[src/rtl/instr_encoder.sv]
// instr_encoder: assembles a 32-bit instruction word from a decoded
// instruction class plus its fields, tags it with a sequential word address,
// and queues the pair in a small FIFO for the instruction-memory loader.
// Field placement mirrors the decoder's extraction, so decoding a produced
// word returns the same fields.
//
// Ports:
//   clk, rst_n             clock, asynchronous active-low reset
//   in_valid / in_ready    request handshake (in_ready = FIFO not full)
//   op_type                0=R 1=I 2=LOAD 3=STORE 4=BRANCH 5=JALR 6=LUI
//                          7=AUIPC 8=JAL; 9-15 illegal
//   funct3, funct7         function codes
//   src1, src2, des        rs1, rs2, rd
//   imm12, imm20           raw immediates
//   addr_load, addr_base   reload of the word-address counter
//   out_valid / out_ready  FIFO head handshake
//   out_instr, out_addr    head word and its address (0 when empty)
//   err                    one-cycle pulse after an illegal request is taken
//   instr_count            words popped, wraps at 16 bits
module instr_encoder #(
    parameter int DEPTH  = 2,
    parameter int ADDR_W = 10
) (
    input  logic              clk,
    input  logic              rst_n,
    input  logic              in_valid,
    output logic              in_ready,
    input  logic [3:0]        op_type,
    input  logic [2:0]        funct3,
    input  logic [6:0]        funct7,
    input  logic [4:0]        src1,
    input  logic [4:0]        src2,
    input  logic [4:0]        des,
    input  logic [11:0]       imm12,
    input  logic [19:0]       imm20,
    input  logic              addr_load,
    input  logic [ADDR_W-1:0] addr_base,
    output logic              out_valid,
    input  logic              out_ready,
    output logic [31:0]       out_instr,
    output logic [ADDR_W-1:0] out_addr,
    output logic              err,
    output logic [15:0]       instr_count
);

    localparam int PTR_W = (DEPTH > 1) ? $clog2(DEPTH) : 1;
    localparam int CNT_W = $clog2(DEPTH + 1);

    function automatic logic [31:0] encode(
        input logic [3:0]  op,
        input logic [2:0]  f3,
        input logic [6:0]  f7,
        input logic [4:0]  rs1,
        input logic [4:0]  rs2,
        input logic [4:0]  rd,
        input logic [11:0] i12,
        input logic [19:0] i20
    );
        logic [31:0] w;
        w = 32'd0;
        case (op)
            4'd0: w = {f7, rs2, rs1, f3, rd, 7'b0110011};
            4'd1: w = {i12, rs1, f3, rd, 7'b0010011};
            4'd2: w = {i12, rs1, f3, rd, 7'b0000011};
            4'd3: w = {i12[11:5], rs2, rs1, f3, i12[4:0], 7'b0100011};
            4'd4: w = {i12[11:5], rs2, rs1, f3, i12[4:0], 7'b1100011};
            4'd5: w = {i12, rs1, f3, rd, 7'b1100111};
            4'd6: w = {i20, rd, 7'b0110111};
            4'd7: w = {i20, rd, 7'b0010111};
            4'd8: w = {i20, rd, 7'b1101111};
            default: w = 32'd0;
        endcase
        return w;
    endfunction

    logic [31:0]       instr_mem [DEPTH];
    logic [ADDR_W-1:0] addr_mem  [DEPTH];

    logic [PTR_W-1:0]  wr_ptr_q, wr_ptr_d;
    logic [PTR_W-1:0]  rd_ptr_q, rd_ptr_d;
    logic [CNT_W-1:0]  count_q, count_d;
    logic [ADDR_W-1:0] addr_q, addr_d;
    logic              err_q, err_d;
    logic [15:0]       icnt_q, icnt_d;

    logic              legal;
    logic              accept;
    logic              push;
    logic              pop;
    logic [ADDR_W-1:0] entry_addr;
    logic [31:0]       word;

    assign legal      = (op_type <= 4'd8);
    assign in_ready   = (count_q < CNT_W'(DEPTH));
    assign out_valid  = (count_q != '0);
    assign accept     = in_valid & in_ready;
    assign push       = accept & legal;
    assign pop        = out_valid & out_ready;
    // A same-cycle reload takes effect for the entry being written.
    assign entry_addr = addr_load ? addr_base : addr_q;
    assign word       = encode(op_type, funct3, funct7, src1, src2, des, imm12, imm20);

    assign out_instr   = out_valid ? instr_mem[rd_ptr_q] : 32'd0;
    assign out_addr    = out_valid ? addr_mem[rd_ptr_q] : '0;
    assign err         = err_q;
    assign instr_count = icnt_q;

    always_comb begin
        wr_ptr_d = wr_ptr_q;
        rd_ptr_d = rd_ptr_q;
        count_d  = count_q;
        addr_d   = addr_q;
        err_d    = accept & ~legal;
        icnt_d   = icnt_q;

        if (push) begin
            wr_ptr_d = (wr_ptr_q == PTR_W'(DEPTH - 1)) ? '0 : wr_ptr_q + 1'b1;
        end
        if (pop) begin
            rd_ptr_d = (rd_ptr_q == PTR_W'(DEPTH - 1)) ? '0 : rd_ptr_q + 1'b1;
            icnt_d   = icnt_q + 16'd1;
        end
        case ({push, pop})
            2'b10:   count_d = count_q + 1'b1;
            2'b01:   count_d = count_q - 1'b1;
            default: count_d = count_q;
        endcase

        if (push) begin
            addr_d = entry_addr + 1'b1;
        end else if (addr_load) begin
            addr_d = addr_base;
        end
    end

    always_ff @(posedge clk or negedge rst_n) begin
        if (!rst_n) begin
            wr_ptr_q <= '0;
            rd_ptr_q <= '0;
            count_q  <= '0;
            addr_q   <= '0;
            err_q    <= 1'b0;
            icnt_q   <= 16'd0;
        end else begin
            wr_ptr_q <= wr_ptr_d;
            rd_ptr_q <= rd_ptr_d;
            count_q  <= count_d;
            addr_q   <= addr_d;
            err_q    <= err_d;
            icnt_q   <= icnt_d;
        end
    end

    // Storage carries no reset: out_* are masked while the FIFO is empty.
    always_ff @(posedge clk) begin
        if (push) begin
            instr_mem[wr_ptr_q] <= word;
            addr_mem[wr_ptr_q]  <= entry_addr;
        end
    end

endmodule

[config.mk]
export PLATFORM = sky130hd
export DESIGN_NAME = instr_encoder
export DESIGN_NICKNAME = d
export VERILOG_FILES = /design/src/rtl/instr_encoder.sv
export SDC_FILE = /design/constraint.sdc
export NUM_CORES = 1
export LEC_CHECK = 0
export CORE_MARGIN = 1.5
export CORE_UTILIZATION = 53
export CTS_BUF_LIST = sky130_fd_sc_hd__clkbuf_8 sky130_fd_sc_hd__clkbuf_16
export DETAILED_ROUTE_END_ITERATION = 8
export PLACE_DENSITY_LB_ADDON = 0.12
export SYNTH_ARGS = -nofsm -noshare
export SYNTH_HDL_FRONTEND = slang
export SYNTH_SLANG_ARGS = --single-unit
[constraint.sdc]
create_clock -name clk -period 5.38 [get_ports clk]
set_input_delay 0.807 -clock clk [delete_from_list [all_inputs] [get_ports clk]]
set_output_delay 0.807 -clock clk [all_outputs]
set_load 0.01 [all_outputs]
==> run summary <==
Worst-path fanout max = 41
Initial DRC count = 178
Setup crit start kind = input port
Hold path startpoint = instr_count[15]$_DFFE_PN0P_
Status = complete, no violations
Initial antenna violation count = 0
Fmax = 0.296 GHz
#FFs+latches synth = 113
Yosys warns = 0
Initial Utilization = 55.6%
Leakage Power = 2.91 nW
Cell count after synthesis = 399
Die Y-Extent = 102 microns
Count of cell types in the netlist = 42
Layout net count = 611
Worst Setup SP = op_type[0]
Power density over the cells = 474 mW/mm^2
Share of synthesized registers carrying an async set or reset = 27.4%
TritonCTS clock tree = yes
Post-synth EDFFs = 82
RSZ-0062 raised after global routing = false
Share of layout cells above drive strength 1 = 8.44%
Worst-margin pin slew = 1230 ps
Cell Area, Synth = 0.00521 sq mm
# Max-Cap Violations = 0
Count of pins over their slew limit = 0
Final Hold Fails = 0
RD Place Congestion = 0.826
Fin util = 77.4%
Total number of vias = 3751
Hold Buf Count CTS = 0
Drt first pass iters = 5
Congestion Overflow GR = 0
Pwr Total = 0.00344 W
First-pass GRT wire length = 19.1 mm
Routed Antenna Nets = 0
CP required = 5490 ps
Clock root cell = clkbuf_8
Antenna Diode Count = 0
Core Footprint = 0.00937 sq mm
Worst Path Arrival = 3490 ps
Post-CTS Setup Bufs = 0
Number of global-route vias before repair = 3857
TritonCTS Buffers = 17
Setup Viol. Count Final = 0
Skew final = 7.91 ps
Port Buf Inserts = 136
RR Startpoint = count_q[1]$_DFFE_PN0P_
Avg Inst Size Synth = 13.1 sq um
HP Class = reg2reg
Clock Path Buffers = 2
Rows = 35
Worst-skew pair later-pin latency = 510 ps
CTS resizes = 0
Final WL = 12.2 mm
Top-area cell type share of the netlist area = 47.3%
Synthesized Nets = 478
Worst-path clk slew = 50 ps
Die W = 102 microns
Ys flop type = edfxtp_1
CTS H-tree depth = 4
WS Path Type = in2reg
Period utilization = 62.8%
GRT Total Usage = 24.6%
Worst Setup End Kind = register
CTS sink count = 113
Setup TNS = 0 ps
HPWL reported at the end of detailed placement = 7.80 mm
Register area share after synthesis = 62.2%
Post-route minimum period = 3380 ps
Slew headroom = 18.1%
Via density = 5.57
Largest net degree at the start of global routing = 43
Fin Hold WS = 480 ps
Maximum vdd drop = 0.345 mV
Area growth from synthesis to layout = 39.2%
Die area = 0.0104 sq mm
Synth area leaders = edfxtp_1, dfrtp_1, mux2i_1
Post-synth top area cell = edfxtp_1
# DRC = 0
Wirelength per Cell = 18.2 microns
Ports = 137
## cells in the mapped netlist (all sizes together), types with 5 or more instances
| cell | count |
|---|---|
| edfxtp | 82 |
| nor2 | 53 |
| mux2i | 52 |
| dfrtp | 31 |
| xnor2 | 21 |
| inv | 16 |
| a22o | 14 |
| nand2 | 14 |
| buf | 12 |
| clkbuf | 12 |
| a21o | 11 |
| nand3 | 8 |
| a211oi | 7 |
| a222oi | 7 |
| xor2 | 7 |
| mux2 | 6 |
| a21oi | 5 |
| a221oi | 5 |
| nand4 | 5 |
| nor2b | 5 |
## stage by stage
step | cell area [sq um] | setup slack, ps | instances
finish | 7250 | 2000 | 674
detailed placement | 6640 | 1510 | 642
global route | 7250 | 1800 | 674
global placement | 6640 | 1580 | 642
floorplan | 5210 | 1560 | 399
CTS | 7250 | 2000 | 674
## final cells by class
| type | count | area, sq um |
|---|---|---|
| fill | 643 | 2120 |
| clock inverter | 15 | 193 |
| tap | 129 | 161 |
| timing repair buffer | 138 | 1380 |
| inverter | 16 | 60.1 |
| clock buffer | 17 | 414 |
| sequential | 113 | 3240 |
| multi-input combinational | 246 | 1810 |
## registers in the layout, indices dropped and copies added, names as in the netlist
register,cells
err,1
instr_count,16
rd_ptr_q,1
instr_mem,62
wr_ptr_q,1
addr_mem,20
addr_q,10
count_q,2
## cell families (layout without fill, tap and decap cells)
kind of cell	Yosys count	after routing	synth area share [%]
AO/OA/AOI/OAI	54	54	8.58
adder cells (fa/ha/maj)	3	3	0.721
buffers and inverters	40	186	3.46
XOR/XNOR	28	28	4.71
AND/OR/NAND/NOR	103	103	9.08
multiplexers	58	58	11.3
flip-flops	113	113	62.2
## report_power, final
group | internal [W] | leakage (nW) | switching, W
logic | 0.000585 | 1.48 | 0.000545
registers | 0.00108 | 1.14 | 0.0000885
clock network | 0.000747 | 0.285 | 0.000391
## layer usage
metal  part of all wire (%)  track usage (%)
met1                     40             30.7
met2                     52             41.7
met3                    6.4             6.22
met4                    1.4             9.27
met5                      0                0
## critical path: stages
cell and delay, ps:
clkdlybuf4s50_1 730, or3_4 560, nand2_1 170, nand2_1 230
nor2_4 970
## final timing paths
kind | endpoint | slack, ps | depth (start not counted)
setup / recovery | addr_mem[0][2]$_DFFE_PP_ | 2000 | 5
hold / removal | instr_count[15]$_DFFE_PN0P_ | 480 | 1
setup reg to reg | count_q[1]$_DFFE_PN0P_ | 2890 | 8
hold reg to reg | instr_count[15]$_DFFE_PN0P_ | 480 | 1
max in group asynchronous | rd_ptr_q$_DFFE_PN0P_ | 4380 | 2
min in group asynchronous | instr_count[7]$_DFFE_PN0P_ | 690 | 2
## placed cells by master (no fill, tap or decap), types with 2 or more instances in the layout
cell type        Yosys  routed
mux2_2               6       6
and3_1               4       3
xnor2_1             21      21
nand3_1              8       8
nor4_1               2       2
nor2b_1              5       5
clkinv_2             0       2
buf_4                3       2
ha_1                 3       3
a221oi_1             5       5
nor2_4               0       2
mux2i_1             52      52
xor2_1               7       7
a21oi_1              4       4
bufinv_16            0       4
a222oi_1             7       7
a21o_1              11      11
clkbuf_16            0      16
dfrtp_1             31      30
a211oi_1             6       6
nand4_1              5       5
a22o_1              14      14
nor2_1              53      51
clkinvlp_4           0       5
edfxtp_1            82      82
nor3_1               4       4
nand2_1             14      14
inv_1               16      17
clkdlybuf4s50_1      0     136
Note: power is estimated with default switching activity, not from simulation.
